File: src/rtl/uart_rx.sv
// Purpose : UART receiver, 16x oversampled; deserialises start + DBIT data (LSB first) + stop.
// Latency : i_rx reaches the FSM after 2 clocks; o_rx_done fires on the final stop tick.
// Backpressure: none; o_dout/o_frame_err hold until the next frame overwrites them.
//
// Ports:
//   i_clk        system clock, rising edge
//   i_reset      asynchronous active-low reset
//   i_rx         serial line, idle high, asynchronous to i_clk
//   i_s_tick     one-clock pulse at 16x the baud rate
//   o_dout       last received data word
//   o_rx_done    one-clock pulse when a frame completes
//   o_frame_err  stop sample of the last completed frame was low
//   o_busy       receiver is inside a frame (state != IDLE)
module uart_rx #(
    parameter int DBIT    = 8,
    parameter int SB_TICK = 16
) (
    input  logic            i_clk,
    input  logic            i_reset,
    input  logic            i_rx,
    input  logic            i_s_tick,
    output logic [DBIT-1:0] o_dout,
    output logic            o_rx_done,
    output logic            o_frame_err,
    output logic            o_busy
);

    // Tick counter must reach SB_TICK-1 in STOP, and 15 in DATA.
    localparam int SW = ($clog2(SB_TICK) > 4) ? $clog2(SB_TICK) : 4;
    localparam int NW = ($clog2(DBIT) > 1) ? $clog2(DBIT) : 1;

    localparam logic [SW-1:0] S_ONE      = SW'(1);
    localparam logic [SW-1:0] S_MID      = SW'(7);
    localparam logic [SW-1:0] S_BIT_END  = SW'(15);
    localparam logic [SW-1:0] S_STOP_END = SW'(SB_TICK - 1);
    localparam logic [NW-1:0] N_ONE      = NW'(1);
    localparam logic [NW-1:0] N_LAST     = NW'(DBIT - 1);

    typedef enum logic [1:0] {
        IDLE,
        START,
        DATA,
        STOP
    } state_t;

    state_t          state_q, state_d;
    logic [SW-1:0]   s_q, s_d;
    logic [NW-1:0]   n_q, n_d;
    logic [DBIT-1:0] shift_q, shift_d;
    logic            rx_meta, rx_s;
    logic            done_d;

    // Two-flop synchroniser; resets to the idle (high) line level so a
    // reset release never looks like a start bit.
    always_ff @(posedge i_clk or negedge i_reset) begin
        if (!i_reset) begin
            rx_meta <= 1'b1;
            rx_s    <= 1'b1;
        end else begin
            rx_meta <= i_rx;
            rx_s    <= rx_meta;
        end
    end

    always_ff @(posedge i_clk or negedge i_reset) begin
        if (!i_reset) begin
            state_q <= IDLE;
            s_q     <= '0;
            n_q     <= '0;
            shift_q <= '0;
        end else begin
            state_q <= state_d;
            s_q     <= s_d;
            n_q     <= n_d;
            shift_q <= shift_d;
        end
    end

    always_comb begin
        state_d = state_q;
        s_d     = s_q;
        n_d     = n_q;
        shift_d = shift_q;
        done_d  = 1'b0;
        case (state_q)
            // Start detection does not wait for a tick.
            IDLE: begin
                if (!rx_s) begin
                    state_d = START;
                    s_d     = '0;
                end
            end
            // Re-check the line half a bit in; a high level there was a glitch.
            START: begin
                if (i_s_tick) begin
                    if (s_q == S_MID) begin
                        if (!rx_s) begin
                            state_d = DATA;
                            s_d     = '0;
                            n_d     = '0;
                        end else begin
                            state_d = IDLE;
                        end
                    end else begin
                        s_d = s_q + S_ONE;
                    end
                end
            end
            // Sample every 16 ticks from the start-bit centre, i.e. at bit centres.
            DATA: begin
                if (i_s_tick) begin
                    if (s_q == S_BIT_END) begin
                        s_d     = '0;
                        shift_d = {rx_s, shift_q[DBIT-1:1]};
                        if (n_q == N_LAST) begin
                            state_d = STOP;
                        end else begin
                            n_d = n_q + N_ONE;
                        end
                    end else begin
                        s_d = s_q + S_ONE;
                    end
                end
            end
            // Leaving on the final stop tick lets a following start bit be
            // caught on the very next clock.
            STOP: begin
                if (i_s_tick) begin
                    if (s_q == S_STOP_END) begin
                        state_d = IDLE;
                        done_d  = 1'b1;
                    end else begin
                        s_d = s_q + S_ONE;
                    end
                end
            end
            default: state_d = IDLE;
        endcase
    end

    always_ff @(posedge i_clk or negedge i_reset) begin
        if (!i_reset) begin
            o_dout      <= '0;
            o_rx_done   <= 1'b0;
            o_frame_err <= 1'b0;
        end else begin
            o_rx_done <= done_d;
            if (done_d) begin
                o_dout      <= shift_q;
                o_frame_err <= ~rx_s;
            end
        end
    end

    assign o_busy = (state_q != IDLE);

endmodule

File: config.mk
export PLATFORM = sky130hd
export DESIGN_NAME = uart_rx
export DESIGN_NICKNAME = d
export VERILOG_FILES = /design/src/rtl/uart_rx.sv
export SDC_FILE = /design/constraint.sdc
export NUM_CORES = 1
export LEC_CHECK = 0
export BUFFER_PORTS_ARGS = -buffer_cell sky130_fd_sc_hd__buf_2
export CORE_MARGIN = 2
export CORE_UTILIZATION = 50
export CTS_CLUSTER_SIZE = 8
export DETAILED_ROUTE_END_ITERATION = 8
export GPL_ROUTABILITY_DRIVEN = 1
export PLACE_DENSITY = 0.72
export SLEW_MARGIN = 10
export SYNTH_ARGS = -nofsm -noshare
export SYNTH_HDL_FRONTEND = slang
export SYNTH_SLANG_ARGS = --single-unit
File: constraint.sdc
create_clock -name i_clk -period 1.55 [get_ports i_clk]
set_input_delay 0.155 -clock i_clk [delete_from_list [all_inputs] [get_ports i_clk]]
set_output_delay 0.155 -clock i_clk [all_outputs]
set_load 0.03 [all_outputs]
==> results.sh, run 1 <==
export IMPL_dieArea_um2=2980
export IMPL_totalWireLength_um=2320
export IMPL_crit_type="reg2reg"
export IMPL_tritoncts="yes"
export IMPL_start_util_pct=52.1
export IMPL_setup_ws_ns=-0.0887
export IMPL_max_freq_mhz=610
export IMPL_antenna_found_initial=0
export IMPL_violations="negative setup slack"
export IMPL_tightest_slew_ns=0.626
export IMPL_remaining_drc_errors=0
export IMPL_yosysTopAreaCell="dfrtp_1"
export IMPL_grt_pass1_vias=820
export IMPL_yosysWarningCount=0
export IMPL_grt_pass1_wl_um=3750
export IMPL_r2r_end="shift_q[4]$_DFFE_PN0P_"
export IMPL_h_tree_depth=2
export IMPL_cp_max_fo=6
export IMPL_finalClockSkew_ns=0.0152
export IMPL_ys_async_sr_fraction_pct=100
export IMPL_max_slew_margin_rel_pct=58.3
export IMPL_ff2ff_setup_slack_ns=-0.09
export IMPL_status="finished with violations"
export IMPL_min_from="i_s_tick"
export IMPL_layout_nets=137
export IMPL_drt_iter0_drc=19
export IMPL_insertedDiodeCount=0
export IMPL_pin_count=15
export IMPL_ctsLongestPathBuffers=2
export IMPL_clock_sinks=29
export IMPL_viasPerCell=5.44
export IMPL_synth_top_area_share_pct=52.8
export IMPL_path_clk_slew_ns=0.09
export IMPL_dr_pass1_iters=4
export IMPL_final_util_pct=65.2
export IMPL_final_antenna_net_count=0
export IMPL_final_layout_size_suffix_gt1_share_pct=54.2
export IMPL_cp_arrival_ns=1.86
export IMPL_worstSetupStartpointType="flip-flop"
export IMPL_powerDensity_nw_per_um2=1190
export IMPL_synthTopCellsByArea="dfrtp_1, mux2_2, dfstp_2"
export IMPL_r2r_start="s_q[0]$_DFFE_PN0P_"
export IMPL_gp_congestion=0.791
export IMPL_mappedNetlistNets=100
export IMPL_syn2layout_area_growth_pct=25.1
export IMPL_syn_avg_cell_area_um2=13.8
export IMPL_grt_usage_pct=18.8
export IMPL_synth_distinct_cells=31
export IMPL_whs_endpoint="s_q[3]$_DFFE_PN0P_"
export IMPL_synth_area_um2=1280
export IMPL_whs_path_depth=4
export IMPL_vdd_ir_drop_max_mv=0.883
export IMPL_overflow=0
export IMPL_setup_viol=18
export IMPL_maxCapViolCount=0
export IMPL_core_area_um2=2450
export IMPL_grt_max_degree=30
export IMPL_ys_flop_type="dfrtp_1"
export IMPL_die_h_um=54.6
export IMPL_leakage_nw=0.795
export IMPL_die_x_um=54.6
export IMPL_r2r_cells=5
export IMPL_placed_cells=150
export IMPL_syn_inst=93
export IMPL_min_period_ns=1.64
export IMPL_drt_wirelength_per_cell_um=14.4
export IMPL_hp_class="in2reg"
export IMPL_ys_ff_latch=29
export IMPL_num_vias=876
export IMPL_slew_violations=0
export IMPL_clock_latency_ns=0.33
export IMPL_rsz0062_at_grt="yes"
export IMPL_synth_edf_count=0
export IMPL_yosysSeqAreaShare_pct=56.9
export IMPL_detailed_place_hpwl_um=1640
export IMPL_row_count=18
export IMPL_final_cells=161
export IMPL_hold_violations=0
export IMPL_cp_required_ns=1.77
export IMPL_post_route_period_util_pct=106
export IMPL_portBuffers=14
export IMPL_crit_path_end_kind="flip-flop"
export IMPL_cts_buffers=5
export IMPL_clockRootBuffer="clkbuf_4"
synthesized netlist by cell type, drive strengths merged (2+ instances only):
cell    number
dfrtp       27
mux2        18
o21ai        5
a22o         4
inv          4
nand2        4
nor2         4
ha           3
a221o        2
clkbuf       2
dfstp        2
nand3        2
nor4b        2
area by class of cell:
cell class              instances  area, µm²
repair buffers                 33        229
well taps                      30       37.5
flip-flops and latches         29        731
multi-input cells              57        531
fillers                       185        853
inverters                       4       15.0
clock buffers                   8       58.8
per-layer routing:
| layer | GRT usage (%) | vias up | share of wire (%) |
|---|---|---|---|
| li1 | - | 416 | - |
| met1 | 24.0 | 437 | 47 |
| met2 | 27.4 | 17 | 46 |
| met3 | 8.20 | 6 | 4.9 |
| met4 | 8.75 | 0 | 1.9 |
| met5 | 0 | - | 0 |
worst max-delay path by stage:
| stage | start | to | slack, ns | depth (start not counted) |
|---|---|---|---|---|
| 2_1_floorplan | s_q[0]$_DFFE_PN0P_ | n_q[0]$_DFFE_PN0P_ | -0.08 | 5 |
| 3_3_place_gp | s_q[0]$_DFFE_PN0P_ | shift_q[1]$_DFFE_PN0P_ | -0.006 | 5 |
| 3_5_place_dp | n_q[0]$_DFFE_PN0P_ | n_q[0]$_DFFE_PN0P_ | -0.06 | 5 |
| 6_report | s_q[0]$_DFFE_PN0P_ | shift_q[4]$_DFFE_PN0P_ | -0.09 | 5 |
| 4_1_cts | s_q[0]$_DFFE_PN0P_ | shift_q[4]$_DFFE_PN0P_ | -0.06 | 5 |
| 5_1_grt | s_q[0]$_DFFE_PN0P_ | n_q[0]$_DFFE_PN0P_ | -0.16 | 6 |
state kept, by name (all words and copies together), names as in the netlist, named ones only:
register,count
n_q,3
o_dout,8
o_frame_err,1
o_rx_done,1
rx_meta,1
rx_s,1
s_q,4
shift_q,8
state_q,1
cell families after synthesis:
logic type	synth area share, %
flops	56.9
mux	16.6
simple gates	10.8
compound gates	8.90
buf+inv	3.23
fa+ha+maj	2.93
xor+xnor	0.684
power breakdown:
part / internal, mW / leakage, nW / switching, mW
clock network: 0.223 / 0.0326 / 0.256
registers: 0.864 / 0.372 / 0.0801
logic: 0.272 / 0.390 / 0.207
total: 1.36 / 0.795 / 0.543
cell usage in the layout (no fill, tap or decap), drive strengths merged:
master	Yosys	layout
mux2i	1	1
ha	3	3
nor4b	2	2
o21a	1	1
a221o	2	2
o31ai	1	1
nand3b	1	1
dlygate4sd3	0	2
dfrtp	27	27
inv	4	4
nor3b	1	1
o311ai	1	1
mux2	18	18
dfstp	2	2
buf	1	31
nand4	1	1
nand3	2	2
xor2	1	1
o21ai	5	5
or3	1	1
a22o	4	4
nor2	4	4
a31oi	1	1
and3	1	1
nand2	4	4
clkbuf	2	8
nor4	1	1
or2	1	1
metrics by stage:
stage	worst slack (ns)	power, mW	cell area (µm²)	hold WS (ns)	TNS [ns]
CTS	-0.0553	1.90	1570	0.212	-0.574
detailed placement	-0.0627	1.41	1490	0.214	-0.209
floorplan	-0.0801	1.22	1290	-0.141	-1.08
global route	-0.159	2.02	1600	0.226	-2.50
finish	-0.0887	1.90	1600	0.223	-0.710
global placement	-0.00590	1.39	1490	0.209	-0.0226
worst max-delay path, stage by stage, from the launching register on:
cell	delay (ns)
dfrtp_1	0.38
ha_2	0.20
and3_4	0.19
nor3b_4	0.22
buf_4	0.20
mux2_2	0.34
timing repair:
item / 4_1_cts / 5_1_grt
endpoints found under the setup margin: 17 / 24
endpoints found under the hold margin: 28 / 0
resized for setup: 4 / 6
pin swaps: 1 / 0
hold buffers: 2 / 0
setup buffers: 0 / 1
Power figures use the tool's default switching activity.
==> run 2: changes to the inputs <==
--- a/config.mk
+++ b/config.mk
@@ -7,11 +7,11 @@
 export LEC_CHECK = 0
 export BUFFER_PORTS_ARGS = -buffer_cell sky130_fd_sc_hd__buf_2
 export CORE_MARGIN = 2
-export CORE_UTILIZATION = 50
+export CORE_UTILIZATION = 43
 export CTS_CLUSTER_SIZE = 8
 export DETAILED_ROUTE_END_ITERATION = 8
 export GPL_ROUTABILITY_DRIVEN = 1
-export PLACE_DENSITY = 0.72
+export PLACE_DENSITY = 0.63
 export SLEW_MARGIN = 10
 export SYNTH_ARGS = -nofsm -noshare
 export SYNTH_HDL_FRONTEND = slang
==> results.sh, run 2 (synthesis gave the netlist of run 1 again) <==
export IMPL_antenna_found_initial=0
export IMPL_path_cells="ha_2, and3_4, nor3b_4, buf_6, mux2_4"
export IMPL_min_period_ns=1.59
export IMPL_row_count=19
export IMPL_setup_ws_ns=-0.0445
export IMPL_insertedDiodeCount=0
export IMPL_grt_pass1_vias=932
export IMPL_pin_count=15
export IMPL_gp_congestion=0.799
export IMPL_cp_required_ns=1.76
export IMPL_fin_setup_tns_ns=-0.325
export IMPL_viasPerCell=5.32
export IMPL_h_tree_depth=2
export IMPL_cp_max_fo=8
export IMPL_overflow=0
export IMPL_largestRegisters="o_dout (8), shift_q (8), s_q (4)"
export IMPL_clock_sinks=29
export IMPL_leakage_nw=0.816
export IMPL_remaining_drc_errors=0
export IMPL_power_mw=2.12
export IMPL_vdd_ir_drop_max_mv=0.822
export IMPL_slew_violations=0
export IMPL_slowest_delay_ns=0.36
export IMPL_cp_num_buf_inv=1
export IMPL_final_seq_area_um2=728
export IMPL_die_x_um=58.6
export IMPL_hp_class="in2reg"
export IMPL_path_delay_family="simple AND/OR/NAND/NOR gates"
export IMPL_tightest_slew_ns=0.627
export IMPL_max_freq_mhz=627
export IMPL_max_slew_margin_rel_pct=58.2
export IMPL_multi_input_comb_area_um2=561
export IMPL_hold_violations=0
export IMPL_cp_arrival_ns=1.80
export IMPL_grt_usage_pct=16.4
export IMPL_tritoncts="yes"
export IMPL_totalWireLength_um=2390
export IMPL_crit_type="reg2reg"
export IMPL_final_antenna_net_count=0
export IMPL_detailed_place_hpwl_um=1670
export IMPL_final_layout_size_suffix_gt1_share_pct=53.4
export IMPL_clockRootBuffer="clkbuf_4"
export IMPL_grt_max_degree=30
export IMPL_syn2layout_area_growth_pct=29.7
export IMPL_fillers=224
export IMPL_setup_viol=10
export IMPL_mostFrequentLayoutCells="dfrtp_1, buf_2, buf_4"
export IMPL_core_area_um2=2780
export IMPL_final_util_pct=59.7
export IMPL_path_clk_slew_ns=0.10
export IMPL_finalClockSkew_ns=0.00900
export IMPL_rsz0062_at_grt="yes"
export IMPL_cts_buffers=5
export IMPL_drt_wirelength_per_cell_um=14.7
export IMPL_portBuffers=14
export IMPL_drt_iter0_drc=8
export IMPL_dr_pass1_iters=2
export IMPL_violations="negative setup slack"
export IMPL_layout_nets=137
export IMPL_start_util_pct=46.0
export IMPL_cp_slowest_cell="dfrtp_1"
export IMPL_status="finished with violations"
export IMPL_dieArea_um2=3430
export IMPL_final_common_cell="dfrtp_1"
export IMPL_worstSetupStartpointType="flip-flop"
export IMPL_crit_path_end_kind="flip-flop"
export IMPL_powerDensity_nw_per_um2=1280
export IMPL_post_route_period_util_pct=103
export IMPL_num_vias=862
export IMPL_maxCapViolCount=0
export IMPL_clock_latency_ns=0.32
export IMPL_grt_pass1_wl_um=4140
export IMPL_die_h_um=58.6
export IMPL_ctsLongestPathBuffers=2
[run 2: worst reg2reg max path, stage by stage, from the launching register on]
cell and delay, ns:
dfrtp_1 0.36, ha_2 0.20, and3_4 0.20, nor3b_4 0.22, buf_6 0.19, mux2_4 0.30
[run 2: final timing paths]
| check | startpoint | to | slack (ns) | depth (start not counted) |
|---|---|---|---|---|
| hold reg to reg | rx_meta$_DFF_PN1_ | rx_s$_DFF_PN1_ | 0.37 | 0 |
| hold / removal | i_s_tick | s_q[3]$_DFFE_PN0P_ | 0.21 | 4 |
| min in group asynchronous | i_reset | state_q[0]$_DFFE_PN0P_ | 0.37 | 2 |
| setup reg to reg | s_q[1]$_DFFE_PN0P_ | shift_q[7]$_DFFE_PN0P_ | -0.04 | 5 |
| setup / recovery | s_q[1]$_DFFE_PN0P_ | shift_q[7]$_DFFE_PN0P_ | -0.04 | 5 |
| max in group asynchronous | i_reset | n_q[1]$_DFFE_PN0P_ | 0.76 | 2 |
[run 2: routing by layer]
layer	up-vias	share of wire (%)	GRT usage [%]
met5	-	0	0
met4	0	1.6	9.63
met3	5	3.3	4.84
met2	14	49	25.8
met1	427	46	20.0
li1	416	-	-
[run 2: cell type report]
| cell class | count | area share, % |
|---|---|---|
| timing repair buffer | 33 | 13.8 |
| clock buffer | 6 | 3.09 |
| sequential | 29 | 43.9 |
| inverter | 4 | 0.904 |
| tap | 31 | 2.34 |
| clock inverter | 2 | 2.26 |
| multi-input combinational | 57 | 33.8 |
[run 2: metrics by stage]
| stage | setup slack, ns | std cells | cell area [µm²] | hold WS (ns) |
|---|---|---|---|---|
| detailed placement | -0.0689 | 148 | 1470 | 0.216 |
| global route | -0.0783 | 162 | 1660 | 0.253 |
| CTS | -0.0324 | 160 | 1640 | 0.202 |
| floorplan | -0.0801 | 93 | 1290 | -0.141 |
| finish | -0.0445 | 162 | 1660 | 0.211 |
| global placement | -0.0484 | 148 | 1470 | 0.207 |
[run 2: repair_timing]
item,4_1_cts,5_1_grt
pin swaps,3,3
setup endpoints to repair,21,25
hold endpoints to repair,28,0
hold buffers,2,0
setup buffers,2,2
gates resized for setup,13,3
[run 2: where the power goes]
| group | total [mW] | internal [mW] | switching [mW] |
|---|---|---|---|
| Combinational | 0.527 | 0.322 | 0.205 |
| Sequential | 0.941 | 0.864 | 0.0770 |
| Clock | 0.652 | 0.383 | 0.269 |
| Total | 2.12 | 1.57 | 0.551 |
